[src/rtl/seq_pkg.sv]
// Shared types and constants for the serial sequence path: transmitter FSM states
// and the reference pattern recognised by the downstream detector.
package seq_pkg;

  typedef enum logic [1:0] {
    TX_IDLE  = 2'd0,
    TX_SHIFT = 2'd1,
    TX_GAP   = 2'd2
  } seq_tx_state_t;

  localparam logic [3:0] PAT_1011 = 4'b1011;

endpackage

[src/rtl/seq_shift_reg.sv]
// Parallel-load pattern register that presents the bit after the current MSB.
// A shift rotates the contents so the register never needs a fill value.
module seq_shift_reg
  import seq_pkg::*;
#(
  parameter int PAT_W = 4
) (
  input  logic             clk,
  input  logic             load,
  input  logic             reload,
  input  logic             shift,
  input  logic [PAT_W-1:0] load_d,
  input  logic [PAT_W-1:0] reload_d,
  output logic             nxt_bit
);

  logic [PAT_W-1:0] q;

  always_ff @(posedge clk) begin
    if (load) begin
      q <= load_d;
    end else if (reload) begin
      q <= reload_d;
    end else if (shift) begin
      q <= {q[PAT_W-2:0], q[PAT_W-1]};
    end
  end

  // q[PAT_W-1] is the bit currently on the line; the next one sits just below it.
  assign nxt_bit = q[PAT_W-2];

endmodule

[src/rtl/seq_pattern_tx.sv]
// Serial pattern transmitter: sends a captured pattern MSB-first a programmable
// number of times with optional idle gaps, then pulses done_o.
module seq_pattern_tx
  import seq_pkg::*;
#(
  parameter int PAT_W = 4,
  parameter int CNT_W = 8,
  parameter int GAP_W = 4
) (
  input  logic             clk,
  input  logic             rst,
  input  logic             start_i,
  input  logic [PAT_W-1:0] pattern_i,
  input  logic [CNT_W-1:0] repeat_i,
  input  logic [GAP_W-1:0] gap_i,
  output logic             bit_o,
  output logic             bit_vld_o,
  output logic             busy_o,
  output logic             done_o
);

  localparam int IDX_W = (PAT_W > 1) ? $clog2(PAT_W) : 1;
  localparam logic [IDX_W-1:0] IDX_LAST = IDX_W'(PAT_W - 1);
  localparam logic [CNT_W-1:0] REPS_ONE = CNT_W'(1);
  localparam logic [GAP_W-1:0] GAP_ONE  = GAP_W'(1);
  localparam logic [GAP_W-1:0] GAP_ZERO = '0;

  seq_tx_state_t    state;
  logic [IDX_W-1:0] idx;
  logic [CNT_W-1:0] reps_left;
  logic [GAP_W-1:0] gap_cnt;
  logic [PAT_W-1:0] pat_r;
  logic [GAP_W-1:0] gap_r;

  logic sr_load;
  logic sr_reload;
  logic sr_shift;
  logic sr_nxt;
  logic accept;

  assign accept = (state == TX_IDLE) && start_i;

  // Frame parameters are data: captured on accept, no reset needed.
  always_ff @(posedge clk) begin
    if (accept) begin
      pat_r <= pattern_i;
      gap_r <= gap_i;
    end
  end

  always_comb begin
    sr_load   = accept;
    sr_shift  = 1'b0;
    sr_reload = 1'b0;
    if (state == TX_SHIFT) begin
      if (idx != IDX_LAST) begin
        sr_shift = 1'b1;
      end else if (reps_left != REPS_ONE && gap_r == GAP_ZERO) begin
        sr_reload = 1'b1;
      end
    end else if (state == TX_GAP && gap_cnt == GAP_ONE) begin
      sr_reload = 1'b1;
    end
  end

  seq_shift_reg #(
    .PAT_W(PAT_W)
  ) u_shift (
    .clk     (clk),
    .load    (sr_load),
    .reload  (sr_reload),
    .shift   (sr_shift),
    .load_d  (pattern_i),
    .reload_d(pat_r),
    .nxt_bit (sr_nxt)
  );

  // Outputs are registered alongside the state so each reflects the current cycle.
  always_ff @(posedge clk) begin
    if (rst) begin
      state     <= TX_IDLE;
      idx       <= '0;
      reps_left <= '0;
      gap_cnt   <= '0;
      bit_o     <= 1'b0;
      bit_vld_o <= 1'b0;
      busy_o    <= 1'b0;
      done_o    <= 1'b0;
    end else begin
      done_o <= 1'b0;
      case (state)
        TX_IDLE: begin
          bit_o     <= 1'b0;
          bit_vld_o <= 1'b0;
          busy_o    <= 1'b0;
          if (start_i) begin
            if (repeat_i == '0) begin
              done_o <= 1'b1;
            end else begin
              state     <= TX_SHIFT;
              idx       <= '0;
              reps_left <= repeat_i;
              bit_o     <= pattern_i[PAT_W-1];
              bit_vld_o <= 1'b1;
              busy_o    <= 1'b1;
            end
          end
        end
        TX_SHIFT: begin
          if (idx != IDX_LAST) begin
            idx   <= idx + 1'b1;
            bit_o <= sr_nxt;
          end else if (reps_left == REPS_ONE) begin
            state     <= TX_IDLE;
            idx       <= '0;
            reps_left <= '0;
            bit_o     <= 1'b0;
            bit_vld_o <= 1'b0;
            busy_o    <= 1'b0;
            done_o    <= 1'b1;
          end else if (gap_r == GAP_ZERO) begin
            // Back-to-back repeat: no bubble between the last and first bits.
            idx       <= '0;
            reps_left <= reps_left - 1'b1;
            bit_o     <= pat_r[PAT_W-1];
          end else begin
            state     <= TX_GAP;
            idx       <= '0;
            gap_cnt   <= gap_r;
            reps_left <= reps_left - 1'b1;
            bit_o     <= 1'b0;
            bit_vld_o <= 1'b0;
          end
        end
        TX_GAP: begin
          if (gap_cnt == GAP_ONE) begin
            state     <= TX_SHIFT;
            gap_cnt   <= '0;
            bit_o     <= pat_r[PAT_W-1];
            bit_vld_o <= 1'b1;
          end else begin
            gap_cnt <= gap_cnt - 1'b1;
          end
        end
        default: begin
          state     <= TX_IDLE;
          bit_o     <= 1'b0;
          bit_vld_o <= 1'b0;
          busy_o    <= 1'b0;
        end
      endcase
    end
  end

endmodule

[config.mk]
export PLATFORM = sky130hd
export DESIGN_NAME = seq_pattern_tx
export DESIGN_NICKNAME = d
export VERILOG_FILES = /design/src/rtl/seq_pkg.sv /design/src/rtl/seq_shift_reg.sv /design/src/rtl/seq_pattern_tx.sv
export SDC_FILE = /design/constraint.sdc
export NUM_CORES = 1
export LEC_CHECK = 0
export CORE_MARGIN = 8
export CORE_UTILIZATION = 50
export DETAILED_ROUTE_END_ITERATION = 10
export PLACE_DENSITY = 0.84
export SKIP_CTS_REPAIR_TIMING = 1
export SLEW_MARGIN = 20
export SYNTH_ARGS = -nofsm -noshare
export SYNTH_HDL_FRONTEND = slang
export SYNTH_HIERARCHICAL = 1
export SYNTH_SLANG_ARGS = --single-unit
[constraint.sdc]
create_clock -name clk -period 2.2 [get_ports clk]
set_input_delay 0.33 -clock clk [delete_from_list [all_inputs] [get_ports clk]]
set_output_delay 0.33 -clock clk [all_outputs]
set_load 0.02 [all_outputs]
### Yosys cells after proc, flatten, opt, wreduce, memory -nomap -nowiden

Index checks and enable logic that the tools add are counted.

* add/sub/neg operators: 3
* eq/ne operators: 14
* multiplexer cells: 52
* bitwise operators: 1
* reduce and logical (&&, ||, !) cells: 15

Operator list (number)
* 2-to-1 mux 8 bit: 4
* 2-to-1 mux 4 bit: 7
* 2-to-1 mux 1 bit: 24
* 2-to-1 mux 2 bit: 9
* one-hot mux 8 bit (2 select lines): 1
* inequality test 2 bit (second input constant): 6
* one-hot mux 1 bit (3 select lines): 3
* AND reduction 3 bit: 3
* == test 8 x 1 -> 1 bit (second input constant): 1
* zero test 8 bit: 1
* inequality test 8 x 1 -> 1 bit (second input constant): 1
* one-hot mux 4 bit (2 select lines): 1
* AND reduction 4 bit: 2
* subtractor 8 x 1 -> 8 bit (second input constant): 1
* one-hot mux 2 bit (3 select lines): 1
* AND reduction 5 bit: 1
* == test 4 x 1 -> 1 bit (second input constant): 1
* zero test 4 bit: 1
* inequality test 2 x 1 -> 1 bit (second input constant): 2
* one-hot mux 2 bit (2 select lines): 1
* nonzero test 2 bit: 2
* subtractor 4 x 1 -> 4 bit (second input constant): 1
* logical AND 1 bit: 3
* inequality test 3 bit (second input constant): 1
* 7 further kinds: 7

* register bits after elaboration: 32
* bits of input ports: 19
* output and inout port bits: 4
* logic and storage cells: 96

### Depth between registers and ports, before layout

* depth after elaboration: 7
* gate-level depth with buffers: 9
* gate-level depth less buffers: 8

### Cells and area by module

Netlist, hierarchy kept.

By module, submodules not included
* seq_pattern_tx: times used 1, cells an instance 173, area an instance 1654.1 um^2, sequential area each 640.6 um^2
* seq_shift_reg: times used 1, cells an instance 19, area an instance 222.7 um^2, sequential area each 120.1 um^2

### Worst setup path after synthesis

Ideal clock, no wire load.

* kind: register to register
* start point: register reps_left[1]
* end point: register u_shift.q[0] (enable)
* library setup time: 259 ps
* data arrival time: 1807 ps
* required time: 1941 ps
* path slack: 134 ps
* cell stages (with the launch flop): 9
* path buffers: 1
* period minus slack after synthesis: 2066 ps
* cell sequence: dfxtp_1 > inv_1 > ha_1 > nor3b_1 > a211oi_2 > nand2_1 > o21ai_0 > buf_6 > or3_4

* word-level cells in the longest chain between the ends: 6

RTL lines
* start: declaration: RTL line seq_pattern_tx.sv:30 `logic [CNT_W-1:0] reps_left;`
* start signal: assignment: RTL line seq_pattern_tx.sv:102 `reps_left <= repeat_i;`
* start signal: assignment: RTL line seq_pattern_tx.sv:124 `reps_left <= reps_left - 1'b1;`
* start signal: assignment: RTL line seq_pattern_tx.sv:130 `reps_left <= reps_left - 1'b1;`
* inequality test 8 x 1 -> 1 bit: RTL line seq_pattern_tx.sv:58 `end else if (reps_left != REPS_ONE && gap_r == GAP_ZERO) begin`
* logical AND 1 bit: RTL line seq_pattern_tx.sv:58
* 2-to-1 mux 1 bit: RTL line seq_pattern_tx.sv:58
* 2-to-1 mux 1 bit: RTL line seq_pattern_tx.sv:56 `if (idx != IDX_LAST) begin`
* 2-to-1 mux 1 bit: RTL line seq_pattern_tx.sv:55 `if (state == TX_SHIFT) begin`
* named net sr_reload: RTL line seq_pattern_tx.sv:36 `logic sr_reload;`
* nonzero test 3 bit (no line)
* end signal: assignment: RTL line seq_shift_reg.sv:21 `q <= load_d;`
* end signal: assignment: RTL line seq_shift_reg.sv:23 `q <= reload_d;`
* end signal: assignment: RTL line seq_shift_reg.sv:25 `q <= {q[PAT_W-2:0], q[PAT_W-1]};`
* end: declaration: RTL line seq_shift_reg.sv:17 `logic [PAT_W-1:0] q;`

The timed path passes the listed nets, and every way through them passes these cells.
A chain may end at the register's enable or synchronous reset.

### Worst setup path in the final report

* start point: register gap_r[3]
* end point: register u_shift.q[2], data pin

* word-level cells in the longest chain between the ends: 7

RTL lines
* start: declaration: RTL line seq_pattern_tx.sv:33 `logic [GAP_W-1:0] gap_r;`
* start signal: assignment: RTL line seq_pattern_tx.sv:47 `gap_r <= gap_i;`
* zero test 4 bit: RTL line seq_pattern_tx.sv:58
* logical AND 1 bit: RTL line seq_pattern_tx.sv:58
* 2-to-1 mux 1 bit: RTL line seq_pattern_tx.sv:58
* 2-to-1 mux 1 bit: RTL line seq_pattern_tx.sv:56
* 2-to-1 mux 1 bit: RTL line seq_pattern_tx.sv:55
* named net sr_reload: RTL line seq_pattern_tx.sv:36
* 2-to-1 mux 4 bit: RTL line seq_shift_reg.sv:22 `end else if (reload) begin`
* 2-to-1 mux 4 bit: RTL line seq_shift_reg.sv:20 `if (load) begin`

The timed path passes the listed nets, and every way through them passes these cells.

==> metrics.md <==
| Metric | Value |
|---|---|
| Outcome | complete, no violations |
| Synth warn | 6 |
| Vias per cell | roughly 6 |
| Syn nets | 216 |
| Die Ht | just under 80 um |
| Crit end category | flop |
| First-pass GRT wire length | 7.458 mm |
| Cell count of the worst hold path | 2 |
| Critical Path Fanout Max | 4 |
| Pre-Repair DR Iteration Count | 4 |
| Setup tns final | 0 ps |
| Vias in the first global route | 1,571 |
| Seq cells post-synth | 32 |
| Final setup skew | 6.283 ps |
| Post-synthesis instance area | 1877 um^2 |
| Critical path startpoint category | flop |
| Clk_lat worst skew | a little under 300 ps |
| RSZ-0062 raised after global routing | no |
| Utilization after layout | 63.33% |
| Initial antenna violation count | 0 |
| Leak | 0.8422 nW |
| Post-DRT Antenna Nets | 0 |
| H-tree depth | 2 |
| CTS buffer count | 5 |
| Clk root buf | clkbuf_8 |
| Placed Cells | 262 |
| Total GRT Usage | approximately 15% |
| Commonest non-fill, non-tap cells in the layout | clkdlybuf4s50_1 (22), dfxtp_1 (20), nand2_1 (15) |
| CORE AREA | 3633 um^2 |
| Commonest non-fill, non-tap cell in the layout | clkdlybuf4s50_1 |
| Clk slew on worst S/H paths | 60 ps |
| Maximum vdd drop | 0.3112 mV |
| Crit share post-route | between 90% and 100% |
| ANT cells | 0 |
| Global route overflow | 0 |
| Post-synth EDFFs | 12 |
| Total wire length | 4.385 mm |
| Pin count of the biggest net entering global routing | 25 |
| CTS max path bufs | 2 |
| Syn Inst Count | 192 |
| Crit Path Category | reg2reg |
| # rows | 22 |
| Slew margin rel. | 66.69% |
| Synth area leader | dfxtp_1 |
| Hold path start | bit_vld_o |
| Layout Cells excl Fill | 270 |
| Port Buffers | 22 |
| Register area share after synthesis | 40.53% |
| Fill cells | 327 |
| Fmax | around 0.48 GHz |
| Syn Area/Cell | 9.775 um^2 |
| DIE WIDTH | slightly below 80 um |
| Sink Count | 32 |
| Critical R2R Launch | gap_r[3] |
| Min Tclk post-route | 2088 ps |
| R2R cell count | 7 |
| Hpwl dp | around 3.3 mm |
| MaxCap Viol Count | 0 |
| Hold path endpoint | bit_vld_o |
| Layout cell share with drive strength beyond 1 | 18.47% |
| Critical Path AT | 2120 ps |
| Drt wl/cell | 16.24 um |
| GPL Wtd Cong | approximately 0.91 |
| Final Hold Viols | 0 |
| I/O Pins | 23 |
| Ranking of synthesized cells by area | dfxtp_1 (21%), edfxtp_1 (19%), ha_1 (3.3%), mux2i_1 (3.2%), nand2_1 (3.0%) |
| Synth top area share | 21.33% |
| Reg-to-reg slack, setup | ~110 ps |
| Setup Viol. Count Final | 0 |
| Die area | 5970 um^2 |
| Reg2reg end | u_shift/q[2] |
| Final nets | 245 |
| TritonCTS clock tree | yes |
| Cell variety after synth | 59 |
| Layout overhead on the synthesized area | 22.60% |
| HP Class | reg2reg |
| Post-synth top flop | dfxtp_1 |
| Crit path required time | 2230 ps |
| Vias | approximately 1,600 |
| First-iteration detailed-routing DRC count | 102 |
| Post-route DRC | 0 |
| Initial Util | 51.65% |
| Post-synthesis async set-or-reset flop share | 0% |
| Total power | about 1.5 mW |
| Slew Limit Fails | 0 |
| Worst-Margin Slew | 498.6 ps |
| Pwr/cell area | 636.0 nW/um^2 |
[kinds of logic (layout without fill, tap and decap cells)]
| group | after synthesis | after routing | share of synthesized area, % |
|---|---|---|---|
| compound gates | 55 | 55 | 23.20 |
| xor+xnor | 1 | 1 | 0.4668 |
| fa+ha+maj | 5 | 5 | 3.333 |
| buf+inv | 21 | 51 | 4.933 |
| flops | 32 | 32 | 40.53 |
| mux | 9 | 9 | 5.200 |
| simple gates | 69 | 69 | 22.33 |
[Yosys cell counts, types with 4 or more instances]
library cell / count
inv_1: 11
mux2i_1: 6
nand3_1: 4
ha_1: 5
nor2b_1: 5
edfxtp_1: 12
dfxtp_1: 20
nor2_1: 12
nand2b_1: 6
nand2_1: 15
clkbuf_1: 4
a22oi_1: 6
buf_2: 5
a21oi_1: 9
o21ai_0: 9
[area by class of cell]
cell class	instances	area, um^2	share of cell area (%)
well taps	48	60.06	2.610
multi-input cells	139	1047	45.51
clock inverters	1	3.754	0.1631
inverters	11	41.29	1.794
clock buffers	7	76.32	3.317
repair buffers	32	311.5	13.54
flip-flops and latches	32	760.7	33.06
[power breakdown]
part | total [mW] | switching [mW] | internal (mW)
Clock | 0.429 | 0.209 | 0.220
Combinational | 0.329 | 0.172 | 0.157
Sequential | 0.706 | 0.0379 | 0.668
[state kept, by name, indices dropped and copies added, names as in the netlist]
name and count:
pat_r 4, idx 2, done_o 1, gap_cnt 4, bit_o 1, bit_vld_o 1
reps_left 8, gap_r 4, state 2, u_shift/q 4, busy_o 1
[layer usage]
metal / vias to the layer above / track usage [%] / share of wire (%)
met5: - / 0 / 0
met4: 0 / 6.415 / 1.4
met3: 6 / 5.012 / 5.1
met2: 42 / 23.93 / 47
met1: 760 / 19.23 / 46
li1: 779 / - / -
[metrics by stage]
stage          setup WS (ps)  instance area, um^2  hold WS (ps)
6_report               111.9                 2301         477.7
5_1_grt                11.76                 2301         501.9
4_1_cts                63.83                 2273         479.3
3_5_place_dp           63.35                 2193         469.6
3_3_place_gp           71.96                 2193         460.9
2_1_floorplan          134.2                 1877         428.9
[critical path, cell delays in order, from the launching register on]
cell and delay [ps]:
edfxtp_1 400, or4_4 580, a211oi_4 240, nand2_1 90, o21ai_2 90, buf_6 150
mux2i_2 210, o21ai_1 70
[how the worst max path moves through the flow]
stage / start / end / slack, ps / depth (start not counted)
finish: gap_r[3] / u_shift/q[2] / 110 / 7
global route: gap_r[3] / u_shift/q[2] / 10 / 7
CTS: gap_r[2] / u_shift/q[2] / 60 / 7
detailed placement: gap_r[2] / u_shift/q[2] / 60 / 7
global placement: repeat_i[0] / bit_o / 70 / 5
floorplan: reps_left[1] / u_shift/q[0] / 130 / 8
No activity file was read; power rests on OpenSTA's default activity.
